## config.mk

```make
export PLATFORM = sky130hd
export DESIGN_NAME = alu_cmd_issuer
export DESIGN_NICKNAME = d
export VERILOG_FILES = /design/src/rtl/alu_cmd_issuer.sv
export SDC_FILE = /design/constraint.sdc
export NUM_CORES = 1
export LEC_CHECK = 0
export CAP_MARGIN = 20
export CORE_AREA = 2 2 122 94
export CTS_CLUSTER_DIAMETER = 40
export DETAILED_ROUTE_END_ITERATION = 8
export DIE_AREA = 0 0 124 96
export PLACE_DENSITY_LB_ADDON = 0.12
export SYNTH_ARGS = -nofsm -noshare
export SYNTH_HDL_FRONTEND = slang
export SYNTH_SLANG_ARGS = --single-unit
export TNS_END_PERCENT = 5
```

## constraint.sdc

```tcl
create_clock -name clk -period 1.82 [get_ports clk]
set_clock_uncertainty 0.2 [all_clocks]
set_input_delay 0.364 -clock clk [delete_from_list [all_inputs] [get_ports clk]]
set_output_delay 0.364 -clock clk [all_outputs]
set_load 0.02 [all_outputs]
```

## src/rtl/alu_cmd_issuer.sv

```systemverilog
// Command-side initiator for a combinational ALU: accepts a command, drives the ALU,
// waits for the outputs to settle, captures them and returns a response. Owns the carry flag.
module alu_cmd_issuer #(
   parameter int unsigned WIDTH         = 32,
   parameter int unsigned SETTLE_CYCLES = 1
) (
   input  logic             clk,
   input  logic             rst,
   input  logic             cmd_valid,
   output logic             cmd_ready,
   input  logic [3:0]       cmd_op,
   input  logic [WIDTH-1:0] cmd_a,
   input  logic [WIDTH-1:0] cmd_b,
   input  logic [1:0]       cmd_cin_sel,
   input  logic             flag_clr,
   output logic [WIDTH-1:0] alu_a,
   output logic [WIDTH-1:0] alu_b,
   output logic [3:0]       alu_op,
   output logic             alu_cin,
   input  logic [WIDTH-1:0] alu_result,
   input  logic             alu_cout,
   output logic             rsp_valid,
   input  logic             rsp_ready,
   output logic [WIDTH-1:0] rsp_result,
   output logic             rsp_carry,
   output logic             rsp_zero,
   output logic             carry_flag
);

   localparam int unsigned CNT_W = 4;
   localparam logic [CNT_W-1:0] CNT_LAST = CNT_W'(SETTLE_CYCLES - 1);

   localparam logic [1:0] S_IDLE = 2'd0;
   localparam logic [1:0] S_WAIT = 2'd1;
   localparam logic [1:0] S_RESP = 2'd2;

   localparam logic [3:0] OP_ADD = 4'd0;
   localparam logic [3:0] OP_SUB = 4'd1;

   logic [1:0]       state, state_nxt;
   logic [CNT_W-1:0] cnt, cnt_nxt;
   logic             accept_c;
   logic             capture_c;
   logic             cin_c;
   logic             arith_c;

   // Carry-in resolution; the flag value seen here is the one at the accept edge
   always_comb begin
      cin_c = 1'b0;
      case (cmd_cin_sel)
         2'd1:    cin_c = 1'b1;
         2'd2:    cin_c = carry_flag;
         default: cin_c = 1'b0;
      endcase
   end

   // Only add/sub produce a meaningful carry; alu_op holds the in-flight command
   assign arith_c = (alu_op == OP_ADD) || (alu_op == OP_SUB);

   // Next-state logic
   always_comb begin
      state_nxt = state;
      cnt_nxt   = cnt;
      accept_c  = 1'b0;
      capture_c = 1'b0;
      case (state)
         S_IDLE: begin
            if (cmd_valid && cmd_ready) begin
               accept_c  = 1'b1;
               state_nxt = S_WAIT;
               cnt_nxt   = '0;
            end
         end
         S_WAIT: begin
            if (cnt == CNT_LAST) begin
               capture_c = 1'b1;
               state_nxt = S_RESP;
               cnt_nxt   = '0;
            end else begin
               cnt_nxt = cnt + CNT_W'(1);
            end
         end
         S_RESP: begin
            if (rsp_valid && rsp_ready) state_nxt = S_IDLE;
         end
         default: state_nxt = S_IDLE;
      endcase
   end

   // State register; handshake flags are registered from the next state
   always_ff @(posedge clk) begin
      if (rst) begin
         state     <= S_IDLE;
         cnt       <= '0;
         cmd_ready <= 1'b0;
         rsp_valid <= 1'b0;
      end else begin
         state     <= state_nxt;
         cnt       <= cnt_nxt;
         cmd_ready <= (state_nxt == S_IDLE);
         rsp_valid <= (state_nxt == S_RESP);
      end
   end

   // Datapath: ALU drive, response capture and carry flag
   always_ff @(posedge clk) begin
      if (rst) begin
         alu_a      <= '0;
         alu_b      <= '0;
         alu_op     <= '0;
         alu_cin    <= 1'b0;
         rsp_result <= '0;
         rsp_carry  <= 1'b0;
         rsp_zero   <= 1'b0;
         carry_flag <= 1'b0;
      end else begin
         if (accept_c) begin
            alu_a   <= cmd_a;
            alu_b   <= cmd_b;
            alu_op  <= cmd_op;
            alu_cin <= cin_c;
         end
         if (capture_c) begin
            rsp_result <= alu_result;
            rsp_zero   <= (alu_result == '0);
            rsp_carry  <= arith_c & alu_cout;
         end
         // A capture on add/sub takes priority over a simultaneous clear
         if (capture_c && arith_c) carry_flag <= alu_cout;
         else if (flag_clr)        carry_flag <= 1'b0;
      end
   end

endmodule

```

# After elaboration in Yosys (flattened, before gate mapping)
# Index checks and enable logic that the tools add are counted.
totals:
  input_bits: 108
  output_inout_bits: 106
  wordCells: 47
  regBits: 112
op_classes:
  n_reduce_logical: 12
  n_addsub: 1
  n_eq_ne: 7
  bitwise: 1
  muxes: 14
op_table:
  columns: ["op", "n"]
  rows:
  - ["$logic_not 32->1", 1]
  - ["$logic_not 4->1", 2]
  - ["$mux 4", 2]
  - ["$pmux 4 s2", 1]
  - ["$eq 2x2->1 const B", 3]
  - ["$mux 1", 6]
  - ["$mux 2", 3]
  - ["$pmux 2 s3", 1]
  - ["$add 4x1->4 const B", 1]
  - ["$eq 2x1->1 const B", 2]
  - ["$eq 4x1->1 const B", 1]
  - ["$logic_not 2->1", 2]
  - ["$reduce_bool 2->1", 2]
  - ["$logic_and 1x1->1", 3]
  - ["$ne 2x2->1 const B", 1]
  - ["$pmux 1 s2", 1]
  - ["$reduce_and 2->1", 1]
  - ["$and 1x1->1", 1]
  - ["$logic_or 1x1->1", 1]

# Depth between registers and ports, before layout
# Gate-level depths: netlist (run 1).
logic_depth:
  word_depth: 5
  ltp_mapped: 8
  depth_no_buf: 6

# Worst setup path before layout (run 1)
# OpenSTA, ideal clock, no wires.
synth_timing:
  path_type: "register -> register"
  startpoint: "register cnt[0]"
  endpoint: "register rsp_result[10]"
  path_slack_ns: 0.221
  setup_time_ns: 0.143
  path_buffers: 2
  period_less_slack_ns: 1.599
  t_arrival_ns: 1.256
  t_required_ns: 1.477
  path_stages_with_launch: 9
  path_cell_list: "dfxtp_1 > inv_1 > ha_1 > nor3b_2 > and2_1 > buf_6 > buf_6 > nand2_1 > a21oi_2"
synth_between:
  elab_chain_len: 3
synth_lines:
  columns: ["element", "line_no", "rtl"]
  rows:
  - ["start: declaration", "41", "logic [CNT_W-1:0] cnt, cnt_nxt;"]
  - ["start signal: assignment", "99", "cnt <= cnt_nxt;"]
  - ["$logic_not 4->1", "75", "if (cnt == CNT_LAST) begin"]
  - ["$mux 1", "75", null]
  - ["$mux 1", "66", "case (state)"]
  - ["end signal: assignment", "124", "rsp_result <= alu_result;"]
  - ["end: declaration", "24", "output logic [WIDTH-1:0] rsp_result,"]
# No other way between the ends.
# A chain may end at the register's enable or synchronous reset.

# Worst setup path in the final report (run 1)
layout_timing:
  startpoint: "input alu_result[27]"
  endpoint: "register rsp_zero"
layout_between:
  elab_chain_len: 1
layout_lines:
  columns: ["element", "line_no", "rtl"]
  rows:
  - ["start: declaration", "20", "input logic [WIDTH-1:0] alu_result,"]
  - ["$logic_not 32->1", "125", "rsp_zero <= (alu_result == '0);"]
  - ["end signal: assignment", "125", null]
  - ["end: declaration", "26", "output logic rsp_zero,"]
# No other way between the ends.

==> metrics.txt, run 1 <==
status finished clean; # rows 33; crit path max fanout 2; internal power 4.30 mW; Num CTS Buffers 9; setup bufs post-CTS 0; Placement Setup Slack -0.269 ns; relative slew slack 0.608; CP Capture Type flip-flop; worst endpoint required time between 1.5 and 2 ns; Power Density about 830 nW/um^2; crit-path cells clkdlybuf4s50_1 -> nor4_1 -> buf_4 -> nand4_1 -> nor4_1 -> a31o_2; Max Fclk just under 600 MHz; DRC errors left 0; Synth Area per Inst about 8.2 um^2; clk_lat worst skew around 0.34 ns; worst-margin pin slew roughly 0.59 ns; Ys Warns 0; Inserted Diodes 0; Starting Density 0.393; Die Y between 90 and 100 um; Post-DP HPWL 9.05 mm; clock sink count 112; nets around 850; fin. max-slew vios 0; Port-buffer cells 213; clock slew seen by the registers of the worst setup and hold paths ~0.07 ns; CP peak stage delay 0.45 ns; sequential power share 0.456; synthesized area roughly 4200 um^2; Setup crit start alu_result[27]; Ports approximately 210; syn_nets 625; final core occ 0.644; flops & latches, synth 112; final setup fails 0; Cells after Synth 513; Final Cycle Share 0.948; total number of vias around 4200; first-pass GRT wire length 19.0 mm; CTS Buffer Depth 2; 1st-iter DRT viols 170; sequential area share after synthesis 0.531; Final Hold Violating Endpoints 0; FF-to-FF Start cnt[0]; RSZ-0062 raised after global routing no; most used cell, CP nor4_1; Leak 2.96 nW; DP Cell Count 864; H-tree depth 3; Die Footprint around 12000 um^2; WHS 0.251 ns; Cell Count, Final, Fillers Out between 800 and 900; DIE WIDTH between 100 and 150 um; post-route ant nets 0; R2R setup slack between 0.09 and 0.1 ns; RR Endpoint rsp_valid; Area Overhead vs Synth 63.8%; initial antenna violation count 0; TritonCTS clock tree yes; hold buffers post-CTS 0; minimum clock period between 1.5 and 2 ns; crit start category input port; Slowest-stage cell, CP clkdlybuf4s50_1; P_sw ~1.5 mW; CORE AREA around 11000 um^2; Sw Ratio 0.254; final WL between 10 and 15 mm; crit path capture rsp_zero; R2R cell count 6; GPL Wtd Cong 0.806; CP arrival 1.82 ns; Global Route Usage Sum 0.203; Comb power frac 0.173; drt wl/cell 14.2 um; min-delay worst type flip-flop to flip-flop; number of distinct library cells after synthesis 28; GRT overflow 0; power consumption about 5.8 mW; clock group share of total power 0.372; Setup CP Type input port to flip-flop; VDD IR-drop max 0.000637 V; # fillers 969; fraction of layout instances using a drive strength above 1 0.132; vias in the first global route around 4000; largest net degree at the start of global routing roughly 110; root buffer cell clkbuf_16; Final Worst Setup Slack about 0.095 ns; DR vias/cell ~4.8; max-cap viol count 0; Initial DRT Pass Iterations 4
-- Yosys cell counts (all sizes together) --
cell type | instances | area, um^2
or2b | 1 | 7.51
and2 | 1 | 6.26
ha | 4 | 50.1
nor3 | 4 | 20.0
inv | 6 | 22.5
clkbuf | 17 | 63.8
nand4 | 1 | 6.26
o211a | 2 | 20.0
buf | 19 | 131
nor3b | 1 | 12.5
nand2 | 204 | 793
nor4 | 9 | 56.3
a211oi | 2 | 15.0
nor2 | 10 | 37.5
o21ai | 1 | 5.00
nand3b | 2 | 15.0
a31o | 1 | 8.76
nand4bb | 1 | 11.3
nor2b | 1 | 6.26
a21oi | 108 | 653
dfxtp | 112 | 2240
nand3 | 5 | 25.0
nor4bb | 1 | 10.0
-- routing by layer --
layer | track usage | share of wire | vias to the layer above | routed length (um)
met5 | 0 | 0 | - | 0
met4 | 0.0534 | 0.015 | 0 | 182
met3 | 0.0776 | 0.082 | 16 | 1030
met2 | 0.345 | 0.48 | 129 | 6000
met1 | 0.243 | 0.42 | 1963 | 5320
li1 | - | - | 2119 | -
-- power groups by stage --
stage               Clock, mW  Sequential [mW]  Combinational (mW)
floorplan                   0             2.82               0.314
global placement            0             2.68                1.05
detailed placement          0             2.69                1.07
CTS                      2.20             2.63               0.993
global route             2.29             2.64                1.08
finish                   2.14             2.63               0.996
-- timing repair --
item	CTS	global route
hold endpoints to repair	0	0
resized for setup	106	2
setup endpoints to repair	106	34
gates cloned	0	1
-- final cells by class --
cell class | instances | area [um^2] | area share
timing repair buffer | 248 | 2340 | 0.339
inverter | 6 | 22.5 | 0.00326
clock buffer | 10 | 239 | 0.0346
tap | 140 | 175 | 0.0254
clock inverter | 6 | 91.3 | 0.0132
multi-input combinational | 359 | 1800 | 0.260
sequential | 112 | 2240 | 0.325
-- cells in the final DEF (no fill, tap or decap) --
| cell | Yosys | final |
|---|---|---|
| buf_12 | 1 | 5 |
| nand4_1 | 1 | 1 |
| or2b_1 | 1 | 1 |
| a21oi_1 | 78 | 78 |
| nor2b_1 | 1 | 1 |
| a31o_2 | 1 | 1 |
| clkbuf_8 | 0 | 1 |
| nand3_1 | 5 | 5 |
| dlygate4sd2_1 | 0 | 106 |
| o211a_1 | 2 | 2 |
| nor2_1 | 10 | 10 |
| nand2_2 | 11 | 11 |
| a21oi_2 | 30 | 30 |
| nand2_1 | 193 | 193 |
| inv_6 | 0 | 1 |
| nand3b_1 | 2 | 2 |
| inv_1 | 6 | 6 |
| o21ai_0 | 1 | 1 |
| bufinv_16 | 0 | 2 |
| buf_4 | 1 | 30 |
| nand4bb_4 | 0 | 1 |
| nor3_1 | 4 | 4 |
| nor4bb_4 | 0 | 1 |
| ha_1 | 4 | 4 |
| clkdlybuf4s50_1 | 0 | 106 |
| and2_4 | 0 | 1 |
| dfxtp_1 | 112 | 112 |
| a211oi_1 | 2 | 2 |
| nor4_1 | 9 | 9 |
| clkbuf_16 | 0 | 10 |
| clkinvlp_4 | 0 | 3 |
| nor3b_4 | 0 | 1 |
-- cell families (layout without fill, tap and decap cells) --
logic type,count (synthesis),after routing,share of synthesized area
and+or+nand+nor,241,241,0.239
AOI/OAI and AO/OA,114,114,0.166
buffers and inverters,42,270,0.0516
DFF,112,112,0.531
adders and majority gates,4,4,0.0119
-- flip-flops by register name, summed over array words and instances (netlist names), 2 cells and up --
register / cells
alu_b: 32
alu_op: 4
rsp_result: 32
alu_a: 32
state: 2
cnt: 4
-- critical path: cells and delay by family --
| kind | cells | cell delay, ns |
|---|---|---|
| buf+inv | 2 | 0.64 |
| compound gates | 1 | 0.14 |
| simple gates | 3 | 0.67 |
-- stage by stage --
stage | instance area (um^2) | TNS (ns)
finish | 6910 | 0
floorplan | 4220 | 0
CTS | 6880 | 0
global route | 6910 | 0
global placement | 6680 | -9.01
detailed placement | 6680 | -11.21
-- how the worst min path moves through the flow --
stage	startpoint	to	slack (ns)	cells past startpoint
2_1_floorplan	cnt[3]	cnt[3]	0.26	1
3_3_place_gp	alu_a[8]	alu_a[8]	0.24	2
3_5_place_dp	alu_b[13]	alu_b[13]	0.25	2
4_1_cts	alu_b[13]	alu_b[13]	0.25	2
5_1_grt	alu_a[15]	alu_a[15]	0.27	2
6_report	alu_a[20]	alu_a[20]	0.25	2
Note: power is estimated with default switching activity, not from simulation.
==> run 2, diff against run 1 <==
--- a/config.mk
+++ b/config.mk
@@ -11,6 +11,7 @@
 export DETAILED_ROUTE_END_ITERATION = 8
 export DIE_AREA = 0 0 124 96
 export PLACE_DENSITY_LB_ADDON = 0.12
+export SKIP_CTS_REPAIR_TIMING = 1
 export SYNTH_ARGS = -nofsm -noshare
 export SYNTH_HDL_FRONTEND = slang
 export SYNTH_SLANG_ARGS = --single-unit
==> run 2 against run 1 <==
Net effect: worst hold slack about the same; final cell count down 0.11%; fmax up 0.23%; combinational power up 5%; clock-buffer cell count unchanged; clock power about the same; worst setup slack better by 0.0040 ns; sequential share of layout area down 1.7 points; cell area up 5.4%; global-route usage down 0.051 points; highest routed layer unchanged.
==> metrics.txt, run 2 (synthesis gave the netlist of run 1 again) <==
status finished clean (unchanged); CTS Buffer Depth 2 (unchanged); final WL 12.6 mm (was 12.5 mm); DR vias/cell 4.79 (was 4.80); Num CTS Buffers 9 (unchanged); DRC errors left 0 (unchanged); CP arrival 1.82 ns (about the same); clock sink count 112 (unchanged); vias in the first global route 4020 (was 4018); Port-buffer cells 213 (unchanged); Die Y 96 um (unchanged); min-delay worst type flip-flop to flip-flop (unchanged); # rows 33 (unchanged); 1st-iter DRT viols 190 (was 170); CORE AREA 10700 um^2 (unchanged); most used cell, CP nor4_1 (unchanged); relative slew slack 0.605 (was 0.608); final setup fails 0 (unchanged); TritonCTS clock tree yes (unchanged); FF-to-FF Start cnt[0] (unchanged); Starting Density 0.393 (unchanged); DIE WIDTH 124 um (unchanged); post-place instance area 6680 um^2 (unchanged); Setup CP Type input port to flip-flop (unchanged); Slowest-stage cell, CP clkdlybuf4s50_1 (unchanged); Global Route Usage Sum 0.203 (about the same); initial antenna violation count 0 (unchanged); top flop regs alu_a: 32 flops, alu_b: 32 flops, rsp_result: 32 flops (unchanged); GPL Wtd Cong 0.806 (unchanged); crit-path cells clkdlybuf4s50_1 -> nor4_1 -> buf_4 -> nand4_1 -> nor4_1 -> a31o_2 (unchanged); GRT overflow 0 (unchanged); Final Worst Setup Slack 0.0991 ns (was 0.0950 ns); H-tree depth 3 (unchanged); power consumption 5.82 mW (was 5.77 mW); R2R cell count 7 (was 6); root buffer cell clkbuf_16 (unchanged); most common cell after layout, fill and taps aside nand2_1 (unchanged); Area Overhead vs Synth 72.6% (was 63.8%); CP peak stage delay 0.45 ns (about the same); Worst Hold Depth 2 (unchanged); CP Capture Type flip-flop (unchanged); hold endpoint alu_a[20] (unchanged); nets 847 (was 848); Initial DRT Pass Iterations 4 (unchanged); R2R setup slack 0.14 ns (was 0.1 ns); first-pass GRT wire length 19.0 mm (about the same); minimum clock period 1.72 ns (about the same); crit path max fanout 2 (unchanged); Die Footprint 11900 um^2 (unchanged); cell family with most CP delay simple AND/OR/NAND/NOR gates (unchanged); drt wl/cell 14.3 um (was 14.2 um); crit start category input port (unchanged); Power Density 799 nW/um^2 (was 835 nW/um^2); most frequent cells in the layout nand2_1 (193), dfxtp_1 (112), clkdlybuf4s50_1 (106), dlymetal6s2s_1 (106), a21oi_1 (78) (was nand2_1 (193), dfxtp_1 (112), clkdlybuf4s50_1 (106), dlygate4sd2_1 (106), a21oi_1 (78)); Post-DP HPWL 9.05 mm (unchanged); clk_lat worst skew 0.34 ns (about the same); VDD IR-drop max 0.000646 V (was 0.000637 V); WHS 0.251 ns (about the same); Critical path buffers and inverters 2 (unchanged); RR Endpoint rsp_result[30] (was rsp_valid); post-route ant nets 0 (unchanged); fin. max-slew vios 0 (unchanged); Max Fclk 581 MHz (was 580 MHz); Final Hold Violating Endpoints 0 (unchanged); max-cap viol count 0 (unchanged); Inserted Diodes 0 (unchanged); clock slew seen by the registers of the worst setup and hold paths 0.08 ns (was 0.07 ns); total number of vias 4213 (was 4227); design area 7280 um^2 (was 6910 um^2); # fillers 877 (was 969); Final Cycle Share 0.946 (was 0.948); worst endpoint required time 1.91 ns (about the same); largest net degree at the start of global routing 111 (unchanged); Ports 214 (unchanged); fraction of layout instances using a drive strength above 1 0.132 (about the same); Leak 4.35 nW (was 2.96 nW); worst-margin pin slew 0.592 ns (was 0.588 ns); Placement Setup Slack -0.269 ns (unchanged); RSZ-0062 raised after global routing no (unchanged); hold_sp alu_a[20] (unchanged)
## run 2: report_power, final
group / total [mW] / switching, mW / internal [mW]
logic: 1.05 / 0.505 / 0.540
registers: 2.63 / 0.0607 / 2.57
clock network: 2.14 / 0.896 / 1.25
total: 5.82 / 1.46 / 4.36
## run 2: worst max-delay path by stage
| stage | startpoint | to | slack [ns] | depth (start not counted) |
|---|---|---|---|---|
| final | alu_result[27] | rsp_zero | 0.1 | 6 |
| after detailed placement | alu_result[27] | rsp_zero | -0.27 | 6 |
| after floorplan | cnt[0] | rsp_result[10] | 0.22 | 8 |
| after global routing | cnt[0] | rsp_result[22] | 0.009 | 7 |
| after CTS | cmd_ready | cmd_ready | -0.15 | 1 |
| after global placement | cmd_valid | cnt[2] | -0.23 | 6 |
## run 2: layout make-up
class                           instances  area, um^2  share of cell area
Clock buffer                           10         239              0.0328
Sequential cell                       112        2240               0.308
Multi-Input combinational cell        359        1800               0.247
Tap cell                              140         175              0.0241
Inverter                                6        22.5             0.00309
Timing Repair Buffer                  247        2710               0.373
Clock inverter                          6        91.3              0.0125
## run 2: worst min-delay path, stage by stage, from the launching register on
cell     delay (ns)
dfxtp_1        0.31
nand2_1        0.05
a21oi_1        0.05
## run 2: metrics by stage
stage	setup TNS, ns	util	std cells
final	0	0.678	880
after global routing	0	0.678	880
after CTS	-5.33	0.653	880
after detailed placement	-11.21	0.622	864
after global placement	-9.01	0.622	864
after floorplan	0	-	513
## run 2: layer usage
metal / up-vias / GRT usage / part of all wire
met5: - / 0 / 0
met3: 19 / 0.0788 / 0.087
met1: 1946 / 0.244 / 0.41
met4: 0 / 0.0534 / 0.019
li1: 2111 / - / -
met2: 137 / 0.341 / 0.49
